==> config.mk <==
export PLATFORM = sky130hd
export DESIGN_NAME = dm_lsu
export DESIGN_NICKNAME = d
export VERILOG_FILES = /design/src/rtl/dm_lsu.sv
export SDC_FILE = /design/constraint.sdc
export NUM_CORES = 1
export LEC_CHECK = 0
export BUFFER_PORTS_ARGS = -buffer_cell sky130_fd_sc_hd__buf_2
export CAP_MARGIN = 10
export CORE_MARGIN = 10
export CORE_UTILIZATION = 35
export CTS_CLUSTER_SIZE = 12
export DETAILED_ROUTE_END_ITERATION = 16
export GPL_TIMING_DRIVEN = 1
export PLACE_DENSITY = 0.57
export REMOVE_ABC_BUFFERS = 1
export SYNTH_ARGS = -nofsm -noshare
export SYNTH_HDL_FRONTEND = slang
export SYNTH_SLANG_ARGS = --single-unit
==> constraint.sdc <==
create_clock -name clk_dm -period 3.4 [get_ports clk_dm]
set_input_delay 0.51 -clock clk_dm [delete_from_list [all_inputs] [get_ports clk_dm]]
set_output_delay 0.51 -clock clk_dm [all_outputs]
set_load 0.03 [all_outputs]
==> src/rtl/dm_lsu.sv <==
// Load/store initiator for the single-port data memory: byte-addressed requests become
// word accesses, sub-word stores go through read-modify-write, errors never touch DM.
module dm_lsu #(
    parameter int DM_WORDS = 1024
) (
    input  logic        clk_dm,
    input  logic        rst_n,
    input  logic        req_valid,
    output logic        req_ready,
    input  logic        req_we,
    input  logic [1:0]  req_size,
    input  logic        req_unsigned,
    input  logic [31:0] req_addr,
    input  logic [31:0] req_wdata,
    output logic        rsp_valid,
    output logic        rsp_err,
    output logic [31:0] rsp_rdata,
    output logic        Mem_Write,
    output logic [31:0] DM_Addr,
    output logic [31:0] M_W_Data,
    input  logic [31:0] M_R_Data
);
    localparam int NUM_LANES = 4;
    localparam logic [32:0] DM_BYTES = 33'(DM_WORDS) * 33'd4;

    typedef enum logic [2:0] {S_IDLE, S_LOAD, S_RMW_RD, S_STORE, S_RESP} state_t;

    // Only the low half of store data is needed after accept: SW data goes straight to wbuf.
    typedef struct packed {
        logic        we;
        logic [1:0]  size;
        logic        uns;
        logic [31:0] addr;
        logic [15:0] wdata;
    } req_t;

    state_t state, state_nx;
    req_t   req_q;
    logic   err_q;
    logic [31:0] wbuf, rdata_q, load_ext;
    logic   accept, req_err;
    logic [7:0]  byte_sel;
    logic [15:0] half_sel;
    logic [NUM_LANES-1:0]      lane_hit;
    logic [NUM_LANES-1:0][7:0] merged;

    assign accept = req_valid && req_ready;

    always_comb begin
        case (req_size)
            2'b00:   req_err = 1'b0;
            2'b01:   req_err = req_addr[0];
            2'b10:   req_err = |req_addr[1:0];
            default: req_err = 1'b1;
        endcase
        if ({1'b0, req_addr} >= DM_BYTES) req_err = 1'b1;
    end

    // Load lane extraction and extension
    assign byte_sel = M_R_Data[8*req_q.addr[1:0] +: 8];
    assign half_sel = req_q.addr[1] ? M_R_Data[31:16] : M_R_Data[15:0];

    always_comb begin
        case (req_q.size)
            2'b00:   load_ext = req_q.uns ? {24'd0, byte_sel} : {{24{byte_sel[7]}}, byte_sel};
            2'b01:   load_ext = req_q.uns ? {16'd0, half_sel} : {{16{half_sel[15]}}, half_sel};
            default: load_ext = M_R_Data;
        endcase
    end

    // RMW merge: replace the addressed byte lane(s) of the read word
    for (genvar b = 0; b < NUM_LANES; b++) begin : g_lane
        assign lane_hit[b] = (req_q.size == 2'b00) ? (req_q.addr[1:0] == 2'(b))
                                                   : (req_q.addr[1] == 1'(b / 2));
        assign merged[b] = !lane_hit[b] ? M_R_Data[8*b +: 8] :
                           ((req_q.size == 2'b00) || (b % 2 == 0)) ? req_q.wdata[7:0]
                                                                   : req_q.wdata[15:8];
    end

    always_ff @(posedge clk_dm) begin
        if (!rst_n) state <= S_IDLE;
        else        state <= state_nx;
    end

    always_comb begin
        state_nx = state;
        case (state)
            S_IDLE: if (accept) begin
                if (req_err)               state_nx = S_RESP;
                else if (!req_we)          state_nx = S_LOAD;
                else if (req_size == 2'b10) state_nx = S_STORE;
                else                       state_nx = S_RMW_RD;
            end
            S_LOAD:   state_nx = S_RESP;
            S_RMW_RD: state_nx = S_STORE;
            S_STORE:  state_nx = S_RESP;
            S_RESP:   state_nx = S_IDLE;
            default:  state_nx = S_IDLE;
        endcase
    end

    always_ff @(posedge clk_dm) begin
        if (!rst_n) begin
            req_q   <= '0;
            err_q   <= 1'b0;
            wbuf    <= '0;
            rdata_q <= '0;
        end else begin
            case (state)
                S_IDLE: if (accept) begin
                    req_q   <= '{we: req_we, size: req_size, uns: req_unsigned,
                                 addr: req_addr, wdata: req_wdata[15:0]};
                    err_q   <= req_err;
                    wbuf    <= req_wdata;
                    rdata_q <= '0;
                end
                S_LOAD:   rdata_q <= load_ext;
                S_RMW_RD: wbuf    <= merged;
                default: ;
            endcase
        end
    end

    always_comb begin
        req_ready = 1'b0;
        rsp_valid = 1'b0;
        rsp_err   = 1'b0;
        rsp_rdata = '0;
        Mem_Write = 1'b0;
        DM_Addr   = '0;
        M_W_Data  = '0;
        case (state)
            S_IDLE:           req_ready = 1'b1;
            S_LOAD, S_RMW_RD: DM_Addr   = {2'b00, req_q.addr[31:2]};
            S_STORE: begin
                Mem_Write = 1'b1;
                DM_Addr   = {2'b00, req_q.addr[31:2]};
                M_W_Data  = wbuf;
            end
            S_RESP: begin
                rsp_valid = 1'b1;
                rsp_err   = err_q;
                rsp_rdata = (req_q.we || err_q) ? 32'd0 : rdata_q;
            end
            default: ;
        endcase
    end
endmodule
# Word-level counts from Yosys, hierarchy flattened
# Cells that the tools add are included.
[word_totals]
regBits = 120
inputBits = 103
out_inout_bits = 100
[classes]
order_cmp = 1
eq_ne = 11
shifts = 1
muxes = 32
n_bitwise = 1
n_reduce_logical = 14
[ops]
columns = ["op", "count"]
rows = [
  ["32-bit 2-to-1 mux", 7],
  ["32-bit one-hot mux with 2 select lines", 3],
  ["8-bit 2-to-1 mux", 5],
  ["32-bit by 13-bit greater-or-equal comparator with 1-bit output, second input constant", 1],
  ["32-bit by 6-bit indexed part select with 8-bit output", 1],
  ["30-bit 2-to-1 mux", 1],
  ["16-bit 2-to-1 mux", 1],
  ["1-bit 2-to-1 mux", 10],
  ["3-bit one-hot mux with 3 select lines", 1],
  ["2-bit by 1-bit == test with 1-bit output, second input constant", 3],
  ["2-bit == test, second input constant", 3],
  ["3-bit by 2-bit == test with 1-bit output, second input constant", 2],
  ["2-bit zero test", 3],
  ["3-bit 2-to-1 mux", 2],
  ["2-bit AND reduction", 3],
  ["2-bit nonzero test", 2],
  ["2-bit OR reduction", 2],
  ["3-bit by 1-bit == test with 1-bit output, second input constant", 1],
  ["3-bit == test, second input constant", 1],
  ["3-bit zero test", 1],
  ["1-bit one-hot mux with 3 select lines", 1],
  ["3-bit OR reduction", 1],
  ["2-bit 2-to-1 mux", 1],
  ["2-bit inequality test, second input constant", 1],
  ["3 further kinds", 3],
]

# Longest topological paths before layout
# Gate-level depths: netlist of the first run.
[logic_depth]
word_depth = 6
mapped_depth = 7
mapped_depth_nobuf = 4

# Least setup slack after synthesis of the first run
# No wires, ideal clock.
[synth_path]
path_kind = "reg2out"
start = "reg state[1]"
end = "out rsp_rdata[10]"
arrival_time_ns = 1.757
path_slack_ns = 1.133
stages_incl_launch_ff = 7
path_buffers = 2
cell_sequence = "dfxtp_1 buf_2 nor2_1 and2_1 nor3b_2 clkbuf_1 and2_1"
[synth_via]
elab_chain_cells = 2
[synth_rtl]
columns = ["element", "line", "rtl"]
rows = [
  ["start: declaration", "37", "state_t state, state_nx;"],
  ["start signal: assignment", "82", "else state <= state_nx;"],
  ["3-bit == test", "132", "case (state)"],
  ["32-bit 2-to-1 mux", "132", ""],
  ["end: declaration", "17", "output logic [31:0] rsp_rdata,"],
]
# No other way between the ends.

# Final worst setup path of the first run
[layout_path]
start = "reg state[1]"
end = "out rsp_rdata[5]"
# The elaborated chain is that of the path after synthesis.

==> impl_results.md, run 1 <==
* Outcome: finished, final reports clean
* Critical Path Source Type: register
* Headroom to the max-slew limit at 0.350
* Maximum frequency from static timing analysis at 0.383 GHz
* Via-to-Cell Ratio at 5.27
* Net Sw Power at 0.953 mW
* Maximum resistive drop on vdd at 0.000352 V
* Total of hold buffers inserted after clock tree synthesis at 0
* Count of final max-slew check failures at 0
* Clock net sink count at 120
* Detail-routed net length per standard cell at 19.3 um
* Share of cells above drive strength 1 at 0.292
* GPL Wtd Cong at 0.817
* Global-route wire length before repair at 33.2 mm
* Sequential area share after synthesis at 0.405
* Vias in the first global route at 5885
* Clock latency on the worst-skew pair at 420 ps
* Area of the core region at 16600 um^2
* CP endpoint kind: primary output
* Arrival time of the worst setup path at 2100 ps
* Final hold violation count at 0
* Top-count cell post-synth: nand2_1
* Overall via count from detail_route at 5895
* Number of max-capacitance violations reported at 0
* Post-CTS setup repair buffer count at 0
* Share of flip-flops with an asynchronous set or reset at 0
* Remaining antenna violation count at 0
* Final-report setup violation count at 0
* Width of the die at 150 um
* Net total in the final layout at 988
* IO Port Bufs at 200
* Synth area leaders: dfxtp_1 (40%), and2_1 (10%), nand2_1 (9.0%)
* Clock tree from TritonCTS: done
* Flip-flop cell with the highest count after synthesis: dfxtp_1
* RSZ-0062 raised after global routing: no
* Floorplan die area at 22600 um^2
* Crit path required time at 2890 ps
* Top-area cell type share of the netlist area at 0.405
* Number of instances in the synthesized netlist at 714
* Clock Root Buffer: clkbuf_16
* Io pins at 203
* Maximum clock skew at final layout at 8.56 ps
* Number of remaining DRC errors at 0
* Cell count after placement at 1086
* Final cell count without fillers at 1118
* Starting Density at 0.358
* Slowest Stage Delay on Critical Path at 650 ps
* Site row count at 47
* Combinational Power Share at 0.111
* Most numerous cell on the critical path: and2_1
* Ordered list of cells on the worst path: nor2_1, and2_1, nor3b_2, buf_4, and2_1, buf_2
* Slowest cell on the critical path: dfxtp_1
* Overall routing resource usage at 0.187
* Die Ht at 150 um
* Global route total overflow at 0
* Slew of the pin with the lowest slew margin at 971 ps
* Ranking of synthesized cells by instance count: nand2_1 (143), dfxtp_1 (120), and2_1 (99), a21oi_1 (71), clkbuf_1 (38)
* Library cells used by synthesis at 53
* Power share of the clock group at 0.497
* TritonCTS buffer count at 17
* Sw Share at 0.245
* Maximum clock insertion buffer count at 2
* Min-Delay Path Class: in -> reg
* Final sum of negative setup slack at 0 ps
* Initial antenna violation count at 1
* Number of flops mapped to enable cells by yosys at 0
* Synthesis-to-layout area growth at 28.9%
* Min Clock Period, post-route at 2610 ps
* Library cell with the largest summed area after synthesis: dfxtp_1
* Synth Register Bits at 120
* Final wirelength at 21.6 mm
* Number of H-tree levels at 4
* Clock transition at path regs at 50 ps
* Filler instances at 1737
* Post-cts gate resize count at 0
* Period utilization at 0.769
* Int Power at 2.94 mW
* Router iterations before antenna repair at 5
* Half-perimeter wire length of the detailed placement result at 15.9 mm
* Post-synthesis area per instance at 8.32 um^2
* Maximum number of pins on one net before global-route repair at 59
* Crit Path Max Fanout at 32
* Power density relative to cell area at 508 nW/um^2
* Netlist area before placement at 5940 um^2
* Cell leakage power at 3.41 nW
* Syn. warnings at 0
* Portion of total power attributed to sequential cells at 0.392
* Iteration-0 DRC Markers at 502
* CP Class: reg -> out
* Tightest hold margin at 336 ps
## power groups by stage
stage / Sequential [mW] / Clock (mW) / Combinational (mW)
final: 1.53 / 1.93 / 0.431
after global routing: 1.53 / 2.03 / 0.478
after CTS: 1.52 / 1.97 / 0.431
after detailed placement: 1.55 / 0 / 0.429
after global placement: 1.55 / 0 / 0.426
after floorplan: 1.54 / 0 / 0.250
## stage by stage
step / total power [mW] / area (um^2) / worst slack, ps / util
after floorplan: 1.79 / 5640 / 819 / -
after global placement: 1.98 / 7020 / 1180 / 0.423
after detailed placement: 1.98 / 7020 / 1160 / 0.423
after CTS: 3.93 / 7650 / 787 / 0.461
after global routing: 4.04 / 7650 / 640 / 0.461
final: 3.89 / 7650 / 787 / 0.461
## critical path, delay by kind of cell (launching register included)
kind / cells / cell delay (ps)
and+or+nand+nor: 4 / 660
buffers and inverters: 2 / 380
DFF: 1 / 650
## cells in the final DEF, fill, tap and decap left out, types with 11 or more instances in the layout
master	instances
o21ai_0	11
dfxtp_1	120
buf_4	14
o2bb2ai_1	31
mux2i_1	11
o221ai_1	24
clkbuf_16	17
buf_2	200
a31oi_1	24
and2_1	99
nand2_1	143
a21oi_1	71
## cell families (layout without fill, tap and decap cells)
kind of cell / after synthesis / count (layout) / share of synthesized area
other: 1 / 3 / 0.000632
and+or+nand+nor: 285 / 285 / 0.246
AOI/OAI and AO/OA: 222 / 222 / 0.264
DFF: 120 / 120 / 0.405
muxes: 17 / 17 / 0.0299
buffers and inverters: 69 / 251 / 0.0550
## state kept, by name, indices dropped and copies added (netlist names)
register / cells
state: 3
req_q: 52
wbuf: 32
rdata_q: 32
err_q: 1
## per-layer routing
| metal | vias up | routed length [um] | global-route usage |
|---|---|---|---|
| met2 | 185 | 10200 | 0.295 |
| met4 | 0 | 493 | 0.0705 |
| met5 | - | 0 | 0 |
| li1 | 2899 | - | - |
| met3 | 32 | 1420 | 0.0468 |
| met1 | 2779 | 9520 | 0.242 |
## final timing paths
path                     from  slack [ps]  cells past startpoint      endpoint
hold reg to reg     req_q[23]         450                      2     req_q[23]
setup / recovery     state[1]         790                      6  rsp_rdata[5]
hold / removal    req_addr[3]         340                      3     req_q[19]
setup reg to reg     state[1]        1110                      5     req_q[50]
## area by class of cell
type / instances / area [um^2] / area share
well taps: 220 / 275 / 0.0360
repair buffers: 214 / 1110 / 0.145
clock inverters: 9 / 145 / 0.0190
multi-input cells: 526 / 3210 / 0.420
flip-flops and latches: 120 / 2400 / 0.314
clock buffers: 22 / 484 / 0.0633
inverters: 6 / 22.5 / 0.00294
diodes: 1 / 2.50 / 0.000327
(Power assumes the default switching activity.)
==> inputs of run 2 (changes only) <==
--- a/config.mk
+++ b/config.mk
@@ -5,6 +5,7 @@
 export SDC_FILE = /design/constraint.sdc
 export NUM_CORES = 1
 export LEC_CHECK = 0
+export ABC_AREA = 1
 export BUFFER_PORTS_ARGS = -buffer_cell sky130_fd_sc_hd__buf_2
 export CAP_MARGIN = 10
 export CORE_MARGIN = 10
@@ -12,7 +13,7 @@
 export CTS_CLUSTER_SIZE = 12
 export DETAILED_ROUTE_END_ITERATION = 16
 export GPL_TIMING_DRIVEN = 1
-export PLACE_DENSITY = 0.57
+export PLACE_DENSITY = 0.59
 export REMOVE_ABC_BUFFERS = 1
 export SYNTH_ARGS = -nofsm -noshare
 export SYNTH_HDL_FRONTEND = slang
==> constraint.sdc (replaced) <==
create_clock -name clk_dm -period 2.3 [get_ports clk_dm]
set_input_delay 0.345 -clock clk_dm [delete_from_list [all_inputs] [get_ports clk_dm]]
set_output_delay 0.345 -clock clk_dm [all_outputs]
set_load 0.03 [all_outputs]
==> run 2 against run 1 <==
Against the previous run: clock-buffer cell count up 5; via count up 18%; worst setup slack worse by 620 ps; first-iteration DRC count up 8.6%; sequential power up 47%.
==> impl_results.md, run 2 <==
* IO Port Bufs at 200 (unchanged)
* Top-area cell type share of the netlist area at 0.382 (-0.0225)
* Combined area of the multi-input logic cells at 3140 um^2 (-2.4%)
* Post-synthesis area per instance at 6.16 um^2 (-26%)
* Final total power at 5.38 mW (+38%)
* Maximum resistive drop on vdd at 0.000513 V (+46%)
* Maximum number of pins on one net before global-route repair at 69 (+17%)
* Half-perimeter wire length of the detailed placement result at 17.2 mm (+7.6%)
* Number of max-capacitance violations reported at 0 (unchanged)
* CP endpoint kind: primary output
* Sequential area share after synthesis at 0.382 (-0.0225)
* Io pins at 203 (unchanged)
* Placed instance area at 7480 um^2 (+6.6%)
* Router iterations before antenna repair at 5 (unchanged)
* Min-Delay Path Class: in -> reg
* Maximum frequency from static timing analysis at 0.469 GHz
* Main combinational cell family by area after synthesis: simple AND/OR/NAND/NOR gates
* Number of H-tree levels at 4 (unchanged)
* RSZ-0062 raised after global routing: no
* Maximum clock insertion buffer count at 2 (unchanged)
* Power density relative to cell area at 673 nW/um^2 (+32%)
* Overall routing resource usage at 0.187 (about the same)
* Number of flip-flops under the largest register name at 52 (unchanged)
* Final-report setup violation count at 0 (unchanged)
* Crit path required time at 1960 ps (-930 ps)
* Global-route wire length before repair at 35.8 mm (+7.8%)
* Final hold violation count at 0 (unchanged)
* Clock Root Buffer: clkbuf_16
* Clock latency on the worst-skew pair at 420 ps (about the same)
* Area of the core region at 17500 um^2 (+5.4%)
* CP Class: reg -> out
* Largest registers in the final layout: req_q x52, rdata_q x32, wbuf x32
* Vias in the first global route at 6555 (+11%)
* Library cell with the largest summed area after synthesis: dfxtp_1
* Synth area leaders: dfxtp_1 (38%), nand2_1 (14%), a21oi_1 (12%)
* Post-synthesis share of cell area spent on full adders, half adders and majority gates at 0 (unchanged)
* Outcome: finished, final reports clean
* Final cell utilization of the core at 0.458 (-0.00382)
* Number of instances in the synthesized netlist at 1020 (+43%)
* Clock transition at path regs at 50 ps (about the same)
* Synth Register Bits at 120 (unchanged)
* Filler instances at 1941 (+12%)
* Top-count cell post-synth: nand2_1
* Final wirelength at 23.0 mm (+6.6%)
* Initial antenna violation count at 3 (+2)
* Library cells used by synthesis at 29 (-45%)
* Share of cells above drive strength 1 at 0.222 (-0.0701)
* Synthesized-area fraction occupied by ao, oa, aoi and oai cells at 0.224 (-0.0404)
* Headroom to the max-slew limit at 0.461 (+0.111)
* Ranking of synthesized cells by instance count: nand2_1 (231), nor2_1 (166), a21oi_1 (150), inv_1 (123), dfxtp_1 (120)
* Register name with the most flops: req_q
* Number of flops mapped to enable cells by yosys at 0 (unchanged)
* Starting Density at 0.360 (+0.00167)
* Detail-routed net length per standard cell at 16.0 um (-17%)
* Floorplan die area at 23700 um^2 (+5.1%)
* Maximum clock skew at final layout at 7.00 ps (-1.56 ps)
* GPL Wtd Cong at 0.909 (+11%)
* Crit Path Max Fanout at 9 (-72%)
* Layout Cell Area excl Fill at 8000 um^2 (+4.5%)
* Most used cells in the layout excluding fill and tap cells: nand2_1 (231), buf_2 (200), nor2_1 (164), a21oi_1 (150), inv_1 (122)
* Number of remaining DRC errors at 0 (unchanged)
* Synthesis-to-layout area growth at 27.2%
* Xor and xnor area share after synthesis at 0 (unchanged)
* Via-to-Cell Ratio at 4.83 (-8.5%)
* Site row count at 48 (+2.1%)
* Die Ht at 154 um (+2.5%)
* Period utilization at 0.927
* Clock tree from TritonCTS: done
* Min Clock Period, post-route at 2130 ps
* Syn. warnings at 0 (unchanged)
* Iteration-0 DRC Markers at 545 (+8.6%)
* Multiplexer share of the synthesized area at 0 (-0.0299)
* Overall via count from detail_route at 6945 (+18%)
* Global route total overflow at 0 (unchanged)
* Netlist area before placement at 6290 um^2 (+5.9%)
* Slew of the pin with the lowest slew margin at 807 ps (-164 ps)
* Commonest non-fill, non-tap cell in the layout: nand2_1
* Share of flip-flops with an asynchronous set or reset at 0 (unchanged)
* Clock net sink count at 120 (unchanged)
* Width of the die at 154 um (+2.5%)
* Cell leakage power at 3.77 nW (+11%)
* Minimum setup slack among reg-to-reg paths at 250 ps (-860 ps)
* Simple-gate share of the synthesized area at 0.272 (+0.0262)
* Remaining antenna violation count at 0 (unchanged)
* Flip-flop cell with the highest count after synthesis: dfxtp_1
* Critical Path Source Type: register
* Combined flip-flop and latch cell area at 2400 um^2 (about the same)
* Count of final max-slew check failures at 0 (unchanged)
* TritonCTS buffer count at 17 (unchanged)
* Arrival time of the worst setup path at 1790 ps (-310 ps)
* Net total in the final layout at 1303 (+32%)
[run 2: worst paths after layout]
kind,from,end,cells past startpoint
max,state[2],M_W_Data[22],7
min,req_wdata[12],req_q[12],3
max reg2reg,state[1],wbuf[27],8
min reg2reg,req_q[35],req_q[35],2
[run 2: routing by layer]
layer,track usage,vias up,wire length [um]
met5,0,-,12
met4,0.0603,2,315
met3,0.0455,20,1500
met2,0.307,216,10900
met1,0.235,3130,10300
li1,-,3577,-
[run 2: stage by stage]
stage          cells  worst slack (ps)  hold slack, ps  TNS (ps)
2_1_floorplan    958             -1270             429    -57920
3_3_place_gp    1406               312             439         0
3_5_place_dp    1406               250             442         0
4_1_cts         1437              24.6             189         0
5_1_grt         1439              5.84             207         0
6_report        1439               169             204         0
[run 2: worst max-delay path, stage by stage, from the launching register on]
cell and delay, ps:
dfxtp_1 350, inv_2 120, nand2_1 120, nor2_2 140, inv_1 70, buf_4 180
nor2_1 150, buf_2 230
[run 2: logic make-up (layout without fill, tap and decap cells)]
kind of cell,count (synthesis),in the layout
compound gates,278,278
buf+inv,191,382
flops,120,120
other cells,1,4
simple gates,430,430
[run 2: power breakdown]
group          leakage, nW  internal [mW]  switching, mW  total [mW]
logic                 2.54          0.262          0.553       0.815
clock network        0.249           1.42          0.898        2.32
registers            0.985           2.20         0.0552        2.25
total                 3.77           3.87           1.51        5.38
[run 2: final cells by class]
type,count,area share
Multi-Input combinational cell,710,0.392
Sequential cell,120,0.301
Timing Repair Buffer,223,0.148
Clock buffer,27,0.0604
Inverter,128,0.0601
Tap cell,225,0.0352
Clock inverter,4,0.00250
Antenna cell,2,0.000626
[run 2: repair_timing]
item,in CTS,in global routing
hold buffers,0,0
gates resized for setup,0,3
buffers inserted,0,0
endpoints found under the setup margin,0,38
